`config.mk`:
```
export PLATFORM = sky130hd
export DESIGN_NAME = pixel_packer_flat
export DESIGN_NICKNAME = d
export VERILOG_FILES = /design/src/rtl/pixel_packer_if.sv /design/src/rtl/pixel_packer.sv /design/src/flat_wrapper.sv
export SDC_FILE = /design/constraint.sdc
export NUM_CORES = 1
export LEC_CHECK = 0
export CAP_MARGIN = 20
export CELL_PAD_IN_SITES_DETAIL_PLACEMENT = 0
export CELL_PAD_IN_SITES_GLOBAL_PLACEMENT = 2
export CORE_MARGIN = 3
export CORE_UTILIZATION = 35
export DETAILED_ROUTE_END_ITERATION = 12
export PLACE_DENSITY = 0.89
export REMOVE_ABC_BUFFERS = 1
export SKIP_CTS_REPAIR_TIMING = 1
export SYNTH_ARGS = -nofsm -noshare
export SYNTH_HDL_FRONTEND = slang
export SYNTH_SLANG_ARGS = --single-unit
```
`constraint.sdc`:
```
create_clock -name aclk -period 5.4 [get_ports aclk]
set_input_delay 1.08 -clock aclk [delete_from_list [all_inputs] [get_ports aclk]]
set_output_delay 1.08 -clock aclk [all_outputs]
set_load 0.01 [all_outputs]
```
`src/rtl/pixel_packer_if.sv`:
```
// Pixel-in / AXI4-Stream-out bundle for pixel_packer. The packer uses the master
// modport (it sources the stream); the pixel buffer / DMA side uses slave.
`timescale 1ns/1ps
interface pixel_packer_if;
  logic [7:0]  in_r;
  logic [7:0]  in_g;
  logic [7:0]  in_b;
  logic        in_valid;
  logic        in_ready;
  logic [31:0] out_stream_tdata;
  logic [3:0]  out_stream_tkeep;
  logic        out_stream_tlast;
  logic        out_stream_tuser;
  logic        out_stream_tvalid;
  logic        out_stream_tready;

  modport master (
    input  in_r, in_g, in_b, in_valid, out_stream_tready,
    output in_ready, out_stream_tdata, out_stream_tkeep,
           out_stream_tlast, out_stream_tuser, out_stream_tvalid
  );

  modport slave (
    output in_r, in_g, in_b, in_valid, out_stream_tready,
    input  in_ready, out_stream_tdata, out_stream_tkeep,
           out_stream_tlast, out_stream_tuser, out_stream_tvalid
  );
endinterface

```
`src/rtl/pixel_packer.sv`:
```
// Packs 4 x 24-bit RGB pixels into 3 x 32-bit AXI4-Stream words with SOF (tuser) / EOL (tlast).
// Optional frame counter port enabled by defining PACKER_FRAME_CNT_EN.
`timescale 1ns/1ps
module pixel_packer #(
  parameter int unsigned X_SIZE = 640,
  parameter int unsigned Y_SIZE = 480
) (
  input  logic           aclk,
  input  logic           aresetn,
  pixel_packer_if.master bus
`ifdef PACKER_FRAME_CNT_EN
  ,
  output logic [15:0]    frame_count
`endif
);

  localparam int unsigned XW = (X_SIZE > 1) ? $clog2(X_SIZE) : 1;
  localparam int unsigned YW = (Y_SIZE > 1) ? $clog2(Y_SIZE) : 1;

  generate
    if ((X_SIZE % 4) != 0) begin : g_bad_x_size
      $error("pixel_packer: X_SIZE must be a multiple of 4");
    end
  endgenerate

  typedef enum logic [1:0] {PH0, PH1, PH2, PH3} phase_e;

  phase_e      phase_q, phase_d;
  logic [23:0] pix;
  logic [23:0] partial_q, partial_d;
  logic [XW-1:0] x_q, x_d;
  logic [YW-1:0] y_q, y_d;
  logic        x_last, y_last;
  logic        accept;

  logic        word_en;
  logic [31:0] word;
  logic        word_tuser, word_tlast;

  logic [31:0] tdata_q, tdata_d;
  logic        tvalid_q, tvalid_d;
  logic        tlast_q, tlast_d;
  logic        tuser_q, tuser_d;

  assign pix    = {bus.in_r, bus.in_g, bus.in_b};
  assign accept = bus.in_valid && bus.in_ready;
  assign x_last = (x_q == XW'(X_SIZE - 1));
  assign y_last = (y_q == YW'(Y_SIZE - 1));

  assign bus.in_ready          = !tvalid_q || bus.out_stream_tready;
  assign bus.out_stream_tdata  = tdata_q;
  assign bus.out_stream_tkeep  = 4'hF;
  assign bus.out_stream_tlast  = tlast_q;
  assign bus.out_stream_tuser  = tuser_q;
  assign bus.out_stream_tvalid = tvalid_q;

  // Phase FSM: state register
  always_ff @(posedge aclk or negedge aresetn) begin
    if (!aresetn) begin
      phase_q <= PH0;
    end else begin
      phase_q <= phase_d;
    end
  end

  // Phase FSM: next state, advancing only on an accepted pixel
  always_comb begin
    phase_d = phase_q;
    if (accept) begin
      unique case (phase_q)
        PH0:     phase_d = PH1;
        PH1:     phase_d = PH2;
        PH2:     phase_d = PH3;
        PH3:     phase_d = PH0;
        default: phase_d = PH0;
      endcase
    end
  end

  // Phase FSM: word assembly and leftover-byte bookkeeping
  always_comb begin
    word_en    = 1'b0;
    word       = '0;
    word_tuser = 1'b0;
    word_tlast = 1'b0;
    partial_d  = partial_q;
    if (accept) begin
      unique case (phase_q)
        PH0: begin
          partial_d = pix;
        end
        PH1: begin
          word_en         = 1'b1;
          word            = {pix[7:0], partial_q};
          partial_d[15:0] = pix[23:8];
          word_tuser      = (x_q == XW'(1)) && (y_q == '0);
        end
        PH2: begin
          word_en        = 1'b1;
          word           = {pix[15:0], partial_q[15:0]};
          partial_d[7:0] = pix[23:16];
        end
        PH3: begin
          word_en    = 1'b1;
          word       = {pix, partial_q[7:0]};
          word_tlast = x_last;
        end
        default: ;
      endcase
    end
  end

  // Raster position, stepped once per accepted pixel
  always_comb begin
    x_d = x_q;
    y_d = y_q;
    if (accept) begin
      if (x_last) begin
        x_d = '0;
        y_d = y_last ? '0 : y_q + YW'(1);
      end else begin
        x_d = x_q + XW'(1);
      end
    end
  end

  // A new word always wins over a pop, giving back-to-back transfers
  always_comb begin
    tdata_d  = tdata_q;
    tvalid_d = tvalid_q;
    tlast_d  = tlast_q;
    tuser_d  = tuser_q;
    if (word_en) begin
      tdata_d  = word;
      tvalid_d = 1'b1;
      tlast_d  = word_tlast;
      tuser_d  = word_tuser;
    end else if (bus.out_stream_tready) begin
      tvalid_d = 1'b0;
      tlast_d  = 1'b0;
      tuser_d  = 1'b0;
    end
  end

  always_ff @(posedge aclk or negedge aresetn) begin
    if (!aresetn) begin
      partial_q <= '0;
      x_q       <= '0;
      y_q       <= '0;
      tdata_q   <= '0;
      tvalid_q  <= 1'b0;
      tlast_q   <= 1'b0;
      tuser_q   <= 1'b0;
    end else begin
      partial_q <= partial_d;
      x_q       <= x_d;
      y_q       <= y_d;
      tdata_q   <= tdata_d;
      tvalid_q  <= tvalid_d;
      tlast_q   <= tlast_d;
      tuser_q   <= tuser_d;
    end
  end

`ifdef PACKER_FRAME_CNT_EN
  // Remembers whether the held word closes the frame, so the count moves on its pop
  logic        fend_q, fend_d;
  logic [15:0] fcnt_q, fcnt_d;

  always_comb begin
    fend_d = fend_q;
    fcnt_d = fcnt_q;
    if (word_en) begin
      fend_d = word_tlast && y_last;
    end
    if (tvalid_q && bus.out_stream_tready && tlast_q && fend_q) begin
      fcnt_d = fcnt_q + 16'd1;
    end
  end

  always_ff @(posedge aclk or negedge aresetn) begin
    if (!aresetn) begin
      fend_q <= 1'b0;
      fcnt_q <= '0;
    end else begin
      fend_q <= fend_d;
      fcnt_q <= fcnt_d;
    end
  end

  assign frame_count = fcnt_q;
`endif

endmodule

```
`src/flat_wrapper.sv`:
```
// flat-port wrapper written by rule: the top's interface ports become plain ports
module pixel_packer_flat 
#(
  parameter int unsigned X_SIZE = 640,
  parameter int unsigned Y_SIZE = 480
)
  (aclk, aresetn, bus_in_r, bus_in_g, bus_in_b, bus_in_valid, bus_out_stream_tready, bus_in_ready, bus_out_stream_tdata, bus_out_stream_tkeep, bus_out_stream_tlast, bus_out_stream_tuser, bus_out_stream_tvalid);
  pixel_packer_if bus_i ();
  input  logic aclk;
  input  logic aresetn;
  input wire logic [$bits(bus_i.in_r)-1:0] bus_in_r;
  input wire logic [$bits(bus_i.in_g)-1:0] bus_in_g;
  input wire logic [$bits(bus_i.in_b)-1:0] bus_in_b;
  input wire logic [$bits(bus_i.in_valid)-1:0] bus_in_valid;
  input wire logic [$bits(bus_i.out_stream_tready)-1:0] bus_out_stream_tready;
  output wire logic [$bits(bus_i.in_ready)-1:0] bus_in_ready;
  output wire logic [$bits(bus_i.out_stream_tdata)-1:0] bus_out_stream_tdata;
  output wire logic [$bits(bus_i.out_stream_tkeep)-1:0] bus_out_stream_tkeep;
  output wire logic [$bits(bus_i.out_stream_tlast)-1:0] bus_out_stream_tlast;
  output wire logic [$bits(bus_i.out_stream_tuser)-1:0] bus_out_stream_tuser;
  output wire logic [$bits(bus_i.out_stream_tvalid)-1:0] bus_out_stream_tvalid;
  assign bus_i.in_r = bus_in_r;
  assign bus_i.in_g = bus_in_g;
  assign bus_i.in_b = bus_in_b;
  assign bus_i.in_valid = bus_in_valid;
  assign bus_i.out_stream_tready = bus_out_stream_tready;
  assign bus_in_ready = bus_i.in_ready;
  assign bus_out_stream_tdata = bus_i.out_stream_tdata;
  assign bus_out_stream_tkeep = bus_i.out_stream_tkeep;
  assign bus_out_stream_tlast = bus_i.out_stream_tlast;
  assign bus_out_stream_tuser = bus_i.out_stream_tuser;
  assign bus_out_stream_tvalid = bus_i.out_stream_tvalid;
  pixel_packer #(.X_SIZE(X_SIZE), .Y_SIZE(Y_SIZE)) u_core (.aclk(aclk), .aresetn(aresetn), .bus(bus_i));
endmodule
```
==> flow_metrics.env, run 1 <==
export IMPL_final_cells=587
export IMPL_fin_ws_ps=1670
export IMPL_gp_congestion=0.797
export IMPL_areaGrowthSynthToFinish_pct=25.6
export IMPL_drt_initial_drc_count=242
export IMPL_grt_pass1_vias=2994
export IMPL_synth_main_ff_cell="dfrtp_1"
export IMPL_hold_depth=2
export IMPL_cts_sinks=80
export IMPL_yosys_warnings=0
export IMPL_synth_top_family_by_area="compound AO/OA/AOI/OAI gates"
export IMPL_cts_tree="built"
export IMPL_synthAdderAreaFrac_pct=2.91
export IMPL_grtUsageMet1_pct=23.4
export IMPL_crit_type="in -> out"
export IMPL_use_met2_pct=21.8
export IMPL_place_detailed_hpwl_um=6150
export IMPL_insertion_delay_ps=360
export IMPL_first_pass_iters=6
export IMPL_fin_skew_ps=12.3
export IMPL_diodes=0
export IMPL_grt_max_degree=81
export IMPL_period_needed_ps=3730
export IMPL_status="complete, no violations"
export IMPL_yosysUniqueCellTypes=44
export IMPL_drive_above_1_share_pct=7.98
export IMPL_layout_common_cells="80 x dfrtp_1, 72 x nand2_1, 64 x o21ai_0"
export IMPL_synthSimpleGateAreaFrac_pct=15.3
export IMPL_fillers=1024
export IMPL_layout_commonest_cell="dfrtp_1"
export IMPL_place_ws_ps=1680
export IMPL_crit_arrival_ps=2650
export IMPL_synth_area_per_cell_um2=9.79
export IMPL_synth_compound_area_share_pct=18.3
export IMPL_fin_nets=483
export IMPL_die_x_um=111
export IMPL_ios=68
export IMPL_grt_pass1_wl_um=15600
export IMPL_fin_setup_tns_ps=0
export IMPL_reg2reg_depth=5
export IMPL_cts_made_buffers=9
export IMPL_critPathCaptureType="output port"
export IMPL_port_buffers=63
export IMPL_r2r_setup_slack_ps=3250
export IMPL_drv_cap=0
export IMPL_drv_slew=0
export IMPL_groute_usage_overall_pct=15.4
export IMPL_cp_max_fo=9
export IMPL_busiest_layer="met1"
export IMPL_clockBufferDepth=2
export IMPL_synthArstFlopShare_pct=100
export IMPL_startpoint_type="input pin"
export IMPL_wl_um=9450
export IMPL_syn_area_um2=3880
export IMPL_use_met3_pct=3.44
export IMPL_slew_headroom_pct=29.6
export IMPL_yosysSeqAreaShare_pct=51.6
export IMPL_grt_ovfl_total=0
export IMPL_vdd_ir_drop_max_mv=0.255
export IMPL_postSynthCellCount=396
export IMPL_via_per_inst=5.36
export IMPL_wl_per_cell_um=16.1
export IMPL_die_area_um2=12400
export IMPL_place_inst=569
export IMPL_ctsHtreeMaxLevel=3
export IMPL_initial_core_util_pct=36.7
export IMPL_finalCritPeriodShare_pct=69.1
export IMPL_powerDensity_nw_per_um2=535
export IMPL_drc=0
export IMPL_ys_seq_elements=80
export IMPL_rows=37
export IMPL_leakage_uw=0.00206
export IMPL_tightest_slew_ps=1060
export IMPL_setup_viol=0
export IMPL_hold_viol=0
export IMPL_die_height_um=111
export IMPL_core_area_um2=10600
export IMPL_synth_xor_area_share_pct=1.81
export IMPL_required_ps=4320
export IMPL_dr_total_vias=3145
export IMPL_clk_pin_slew_ps=80
export IMPL_antenna_found_initial=0
export IMPL_grt_setup_unrepaired="no"
export IMPL_synth_edf_count=0
export IMPL_antenna_left=0
export IMPL_hp_class="reg -> reg"
export IMPL_clock_tree_root_cell="clkbuf_8"
export IMPL_synthMuxAreaShare_pct=5.23
export IMPL_fmax_mhz=268
[Yosys cell counts, drive strengths merged (6+ instances only)]
| library cell | n | share of area, % |
|---|---|---|
| a222oi | 16 | 4.1 |
| a22oi | 16 | 3.1 |
| buf | 9 | 1.5 |
| clkbuf | 22 | 2.2 |
| dfrtp | 80 | 52 |
| ha | 9 | 2.9 |
| inv | 11 | 1.1 |
| mux2 | 10 | 2.9 |
| mux2i | 9 | 2.3 |
| nand2 | 72 | 7.0 |
| nand3 | 16 | 2.2 |
| nor2 | 6 | 0.58 |
| o21ai | 65 | 8.4 |
| o31ai | 7 | 1.4 |
| xnor2 | 6 | 1.4 |
[stage by stage]
stage	utilization [%]	hold slack [ps]	power, µW	instance area, µm²
3_3_place_gp	43.2	461	2040	4560
5_1_grt	46.1	516	2810	4870
6_report	46.1	479	2600	4870
2_1_floorplan	-	450	1580	3740
3_5_place_dp	43.2	470	2060	4560
4_1_cts	45.6	489	2610	4810
[worst max-delay path, stage by stage]
cell and delay [ps]:
clkdlybuf4s50_1 440, nor2b_1 420, inv_1 200, clkdlybuf4s50_1 520
[flip-flops by register name (all words and copies together) (netlist names)]
| signal | cells |
|---|---|
| u_core.bus.out_stream_tdata | 32 |
| u_core.partial_q | 24 |
| u_core.x_q | 10 |
| u_core.y_q | 9 |
| u_core.phase_q | 2 |
| u_core.bus.out_stream_tlast | 1 |
| u_core.bus.out_stream_tuser | 1 |
| u_core.bus.out_stream_tvalid | 1 |
[kinds of logic after synthesis]
logic type      after synthesis
compound gates              111
mux                          19
flops                        80
fa+ha+maj                     9
xor+xnor                      8
simple gates                126
buf+inv                      42
other cells                   1
[final timing paths]
check	endpoint	startpoint
worst max-delay path	bus_in_ready	bus_out_stream_tready
worst min-delay path	u_core.bus.out_stream_tdata[2]$_DFFE_PN0P_	u_core.bus.out_stream_tdata[2]$_DFFE_PN0P_
worst max register to register	u_core.bus.out_stream_tdata[12]$_DFFE_PN0P_	u_core.phase_q[0]$_DFFE_PN0P_
worst min register to register	u_core.bus.out_stream_tdata[2]$_DFFE_PN0P_	u_core.bus.out_stream_tdata[2]$_DFFE_PN0P_
max in group asynchronous	u_core.bus.out_stream_tdata[2]$_DFFE_PN0P_	aresetn
min in group asynchronous	u_core.y_q[6]$_DFFE_PN0P_	aresetn
[report_power, final]
group | internal, µW | switching (µW)
registers | 824 | 144
logic | 497 | 588
clock network | 322 | 229
[per-layer routing]
metal | wire (µm) | share of wire (%)
met1 | 4610 | 49
met5 | 0 | 0
met3 | 493 | 5.2
met4 | 84 | 0.89
met2 | 4260 | 45
[area by class of cell]
type                       count  area, µm²  share of cell area (%)
clock inverter                 6        115                    2.37
inverter                      11       41.3                   0.848
timing repair buffer          67        698                    14.3
clock buffer                  10        138                    2.83
sequential                    80       2000                    41.1
tap                          136        170                    3.50
multi-input combinational    277       1700                    35.0
Power figures use the tool's default switching activity.
==> inputs of run 2 (changes only) <==
--- a/config.mk
+++ b/config.mk
@@ -9,9 +9,9 @@
 export CELL_PAD_IN_SITES_DETAIL_PLACEMENT = 0
 export CELL_PAD_IN_SITES_GLOBAL_PLACEMENT = 2
 export CORE_MARGIN = 3
-export CORE_UTILIZATION = 35
+export CORE_UTILIZATION = 30
 export DETAILED_ROUTE_END_ITERATION = 12
-export PLACE_DENSITY = 0.89
+export PLACE_DENSITY = 0.82
 export REMOVE_ABC_BUFFERS = 1
 export SKIP_CTS_REPAIR_TIMING = 1
 export SYNTH_ARGS = -nofsm -noshare
==> constraint.sdc (replaced) <==
create_clock -name aclk -period 3.25 [get_ports aclk]
set_input_delay 0.65 -clock aclk [delete_from_list [all_inputs] [get_ports aclk]]
set_output_delay 0.65 -clock aclk [all_outputs]
set_load 0.01 [all_outputs]
==> flow_metrics.env, run 2 (synthesized netlist as in run 1, its figures left out) <==
export IMPL_fin_skew_ps=5.97
export IMPL_cp_startpoint="bus_out_stream_tready"
export IMPL_r2r_setup_slack_ps=1150
export IMPL_diodes=0
export IMPL_drt_initial_drc_count=231
export IMPL_grt_pass1_wl_um=16300
export IMPL_antenna_left=0
export IMPL_via_per_inst=4.98
export IMPL_areaGrowthSynthToFinish_pct=27.5
export IMPL_groute_usage_overall_pct=14.1
export IMPL_slowest_stage="clkdlybuf4s50_1"
export IMPL_grt_max_degree=81
export IMPL_die_x_um=120
export IMPL_vdd_ir_drop_max_mv=0.358
export IMPL_crit_arrival_ps=2230
export IMPL_critPathCaptureType="output port"
export IMPL_grt_pass1_vias=3170
export IMPL_clk_pin_slew_ps=60
export IMPL_worst_path_buf_inv=3
export IMPL_cts_tree="built"
export IMPL_fin_nets=486
export IMPL_wl_per_cell_um=15.5
export IMPL_first_pass_iters=7
export IMPL_crit_type="in -> out"
export IMPL_core_area_um2=12300
export IMPL_rows=40
export IMPL_register_area_um2=2000
export IMPL_gp_congestion=0.816
export IMPL_leakage_uw=0.00209
export IMPL_path_delay_family="buffers and inverters"
export IMPL_die_height_um=120
export IMPL_cp_max_fo=9
export IMPL_reg2reg_to="u_core.partial_q[2]$_DFFE_PN0P_"
export IMPL_reg2reg_depth=7
export IMPL_multi_input_area_um2=1700
export IMPL_slew_headroom_pct=34.8
export IMPL_ctsHtreeMaxLevel=3
export IMPL_grt_ovfl_total=0
export IMPL_setup_viol=0
export IMPL_layout_commonest_cell="dfrtp_1"
export IMPL_dr_total_vias=3094
export IMPL_antenna_found_initial=0
export IMPL_tightest_slew_ps=979
export IMPL_startpoint_type="input pin"
export IMPL_critPathMaxStageDelay_ps=520
export IMPL_required_ps=2600
export IMPL_drv_cap=0
export IMPL_fmax_mhz=348
export IMPL_largest_reg_flops=32
export IMPL_whs_ps=162
export IMPL_powerDensity_nw_per_um2=890
export IMPL_initial_core_util_pct=31.5
export IMPL_grt_setup_unrepaired="no"
export IMPL_timing_critical_path_to="bus_in_ready"
export IMPL_r2r_start="u_core.phase_q[1]$_DFFE_PN0P_"
export IMPL_finalCritPeriodShare_pct=88.5
export IMPL_place_detailed_hpwl_um=6680
export IMPL_period_needed_ps=2880
export IMPL_hp_class="in -> async"
export IMPL_layout_common_cells="80 x dfrtp_1, 72 x nand2_1, 64 x o21ai_0"
export IMPL_cp_num_cells=4
export IMPL_clockBufferDepth=2
export IMPL_fin_setup_tns_ps=0
export IMPL_fillers=1259
export IMPL_port_buffers=63
export IMPL_ios=68
export IMPL_cpMostUsedCell="clkdlybuf4s50_1"
export IMPL_drc=0
export IMPL_die_area_um2=14300
export IMPL_cts_made_buffers=9
export IMPL_drv_slew=0
export IMPL_cts_sinks=80
export IMPL_status="complete, no violations"
export IMPL_insertion_delay_ps=330
export IMPL_wl_um=9610
export IMPL_clock_tree_root_cell="clkbuf_16"
export IMPL_worstPathCellList="clkdlybuf4s50_1 -> nor2b_1 -> inv_1 -> clkdlybuf4s50_1"
export IMPL_drive_above_1_share_pct=8.17
export IMPL_hold_viol=0
-- run 2: metal layers --
metal | track usage [%] | wire length, µm | up-vias
met5 | 0 | 0 | -
met4 | 6.94 | 221 | 0
met3 | 2.07 | 408 | 13
met2 | 21.3 | 4380 | 81
met1 | 19.7 | 4600 | 1463
li1 | - | - | 1537
-- run 2: area by class of cell --
class / count / area share [%]
Clock inverter: 5 / 1.16
Sequential cell: 80 / 40.5
Multi-Input combinational cell: 277 / 34.4
Inverter: 11 / 0.835
Timing Repair Buffer: 70 / 14.2
Clock buffer: 10 / 4.63
Tap cell: 168 / 4.25
-- run 2: worst register-to-register path: cells and delay by family, from the launching register on --
kind                       cells  cell delay (ps)
AOI/OAI and AO/OA              3              460
buffers and inverters          2              480
DFF                            1              440
adders and majority gates      1              560
and+or+nand+nor                1               80
-- run 2: report_power, final --
part / leakage (µW) / internal (µW) / switching [µW]
Sequential: 0.00102 / 1370 / 245
Combinational: 0.000930 / 824 / 962
Clock: 0.000143 / 593 / 404
Total: 0.00209 / 2790 / 1610
-- run 2: worst min-delay path by stage --
stage                                               start                                         end  slack, ps
3_3_place_gp              u_core.partial_q[0]$_DFFE_PN0P_             u_core.partial_q[0]$_DFFE_PN0P_        460
2_1_floorplan                                     aresetn  u_core.bus.out_stream_tdata[0]$_DFFE_PN0P_        350
5_1_grt                                           aresetn                   u_core.y_q[3]$_DFFE_PN0P_        160
6_report                                          aresetn                   u_core.y_q[7]$_DFFE_PN0P_        160
4_1_cts        u_core.bus.out_stream_tdata[6]$_DFFE_PN0P_  u_core.bus.out_stream_tdata[6]$_DFFE_PN0P_        490
3_5_place_dp              u_core.partial_q[0]$_DFFE_PN0P_             u_core.partial_q[0]$_DFFE_PN0P_        470
-- run 2: per-stage QoR --
stage,total power [µW],utilization (%),area (µm²),setup slack (ps),instances
6_report,4400,40.2,4940,375,621
5_1_grt,4770,40.2,4940,194,621
4_1_cts,4460,39.9,4920,376,620
3_5_place_dp,3450,37.6,4630,379,605
3_3_place_gp,3410,37.5,4620,422,604
2_1_floorplan,2630,-,3740,842,368
==> inputs of run 3 (changes only) <==
--- a/config.mk
+++ b/config.mk
@@ -8,9 +8,11 @@
 export CAP_MARGIN = 20
 export CELL_PAD_IN_SITES_DETAIL_PLACEMENT = 0
 export CELL_PAD_IN_SITES_GLOBAL_PLACEMENT = 2
+export CORE_ASPECT_RATIO = 0.6
 export CORE_MARGIN = 3
 export CORE_UTILIZATION = 30
 export DETAILED_ROUTE_END_ITERATION = 12
+export HOLD_SLACK_MARGIN = 0.08
 export PLACE_DENSITY = 0.82
 export REMOVE_ABC_BUFFERS = 1
 export SKIP_CTS_REPAIR_TIMING = 1
==> flow_metrics.env, run 3 (synthesized netlist as in run 1, its figures left out) <==
export IMPL_status="complete, no violations"
export IMPL_insertion_delay_ps=340
export IMPL_fillers=1228
export IMPL_grt_max_degree=70
export IMPL_cts_made_buffers=9
export IMPL_die_area_um2=14400
export IMPL_antenna_left=0
export IMPL_rows=31
export IMPL_wl_um=10000
export IMPL_crit_type="in -> out"
export IMPL_fin_nets=486
export IMPL_grt_pass1_vias=2912
export IMPL_tightest_slew_ps=1120
export IMPL_cp_max_fo=9
export IMPL_p_switching_uw=1630
export IMPL_clk_pin_slew_ps=60
export IMPL_port_buffers=63
export IMPL_hold_viol=0
export IMPL_crit_arrival_ps=2210
export IMPL_required_ps=2600
export IMPL_dr_total_vias=3091
export IMPL_vdd_ir_drop_max_mv=0.396
export IMPL_r2r_start="u_core.phase_q[1]$_DFFE_PN0P_"
export IMPL_grt_pass1_wl_um=16100
export IMPL_pwr_share_comb_pct=40.3
export IMPL_cts_sinks=80
export IMPL_seqPwrFrac_pct=36.4
export IMPL_critPathCaptureType="output port"
export IMPL_layout_commonest_cell="dfrtp_1"
export IMPL_final_cells=619
export IMPL_drc=0
export IMPL_via_per_inst=4.99
export IMPL_drive_above_1_share_pct=8.59
export IMPL_areaGrowthSynthToFinish_pct=27.7
export IMPL_die_height_um=94.1
export IMPL_fin_setup_tns_ps=0
export IMPL_startpoint_type="input pin"
export IMPL_first_pass_iters=5
export IMPL_clkPwrFrac_pct=23.3
export IMPL_clockBufferDepth=2
export IMPL_ios=68
export IMPL_wl_per_cell_um=16.1
export IMPL_slew_headroom_pct=25.7
export IMPL_drv_cap=0
export IMPL_finalCritPeriodShare_pct=88.0
export IMPL_die_x_um=153
export IMPL_r2r_setup_slack_ps=1180
export IMPL_layout_common_cells="80 x dfrtp_1, 72 x nand2_1, 64 x o21ai_0"
export IMPL_diodes=0
export IMPL_largest_reg_flops=32
export IMPL_place_detailed_hpwl_um=6780
export IMPL_ctsHtreeMaxLevel=3
export IMPL_place_inst=603
export IMPL_period_needed_ps=2860
export IMPL_groute_usage_overall_pct=14.3
export IMPL_gp_congestion=0.802
export IMPL_fmax_mhz=350
export IMPL_leakage_uw=0.00210
export IMPL_core_area_um2=12300
export IMPL_drv_slew=0
export IMPL_grt_setup_unrepaired="no"
export IMPL_powerDensity_nw_per_um2=898
export IMPL_initial_core_util_pct=31.4
export IMPL_fin_skew_ps=10.4
export IMPL_hp_class="in -> async"
export IMPL_grt_ovfl_total=0
export IMPL_antenna_found_initial=0
export IMPL_drt_initial_drc_count=274
export IMPL_setup_viol=0
export IMPL_cts_tree="built"
export IMPL_cp_startpoint="bus_out_stream_tready"
export IMPL_intPower_uw=2820
export IMPL_p_sw_share_pct=36.7
export IMPL_clock_tree_root_cell="clkbuf_16"
[run 3: changes by cell type in the layout (fill, tap and decap cells not counted), sizes merged]
| cell | previous run | this run |
|---|---|---|
| clkinv | 3 | 4 |
[run 3: worst paths after layout]
check                      depth (start not counted)                                           to
setup / recovery                                   4                                 bus_in_ready
hold / removal                                     1  u_core.bus.out_stream_tdata[13]$_DFFE_PN0P_
setup reg to reg                                   6      u_core.bus.out_stream_tuser$_DFFE_PN0P_
hold reg to reg                                    2              u_core.partial_q[0]$_DFFE_PN0P_
max in group asynchronous                          2              u_core.partial_q[3]$_DFFE_PN0P_
min in group aclk                                  2              u_core.partial_q[0]$_DFFE_PN0P_
[run 3: final cells by class]
class                      instances  area, µm²  share of cell area, %
clock buffer                      10        239                   4.83
clock inverter                     6       66.3                   1.34
inverter                          11       41.3                  0.834
multi-input combinational        277       1700                   34.4
sequential                        80       2000                   40.4
tap                              165        206                   4.17
timing repair buffer              70        693                   14.0
[run 3: power by group through the flow]
stage | clock, µW | sequential (µW) | combinational, µW
after floorplan | 0 | 1660 | 970
after detailed placement | 0 | 1640 | 1810
after global routing | 1110 | 1670 | 2010
final | 1030 | 1620 | 1790
after CTS | 1060 | 1620 | 1810
after global placement | 0 | 1620 | 1800
[run 3: critical path: stages]
cell and delay, ps:
clkdlybuf4s50_1 440, nor2b_1 390, inv_1 200, clkdlybuf4s50_1 530
[run 3: through the flow]
| step | total power, µW | hold WS, ps | utilization [%] | area (µm²) | worst slack [ps] |
|---|---|---|---|---|---|
| floorplan | 2630 | 354 | - | 3740 | 842 |
| finish | 4450 | 282 | 40.1 | 4950 | 389 |
| CTS | 4500 | 295 | 40.1 | 4950 | 384 |
| global route | 4790 | 307 | 40.1 | 4950 | 166 |
| detailed placement | 3440 | 469 | 37.7 | 4650 | 384 |
| global placement | 3420 | 462 | 37.7 | 4650 | 450 |
[run 3: layer usage]
metal  track usage (%)  wire [µm]  vias to the layer above
met5                 0          0                        -
met4              3.78         88                        0
met3              3.91        499                        9
met2              19.2       3890                       85
met1              22.1       5520                     1461
li1                  -          -                     1536
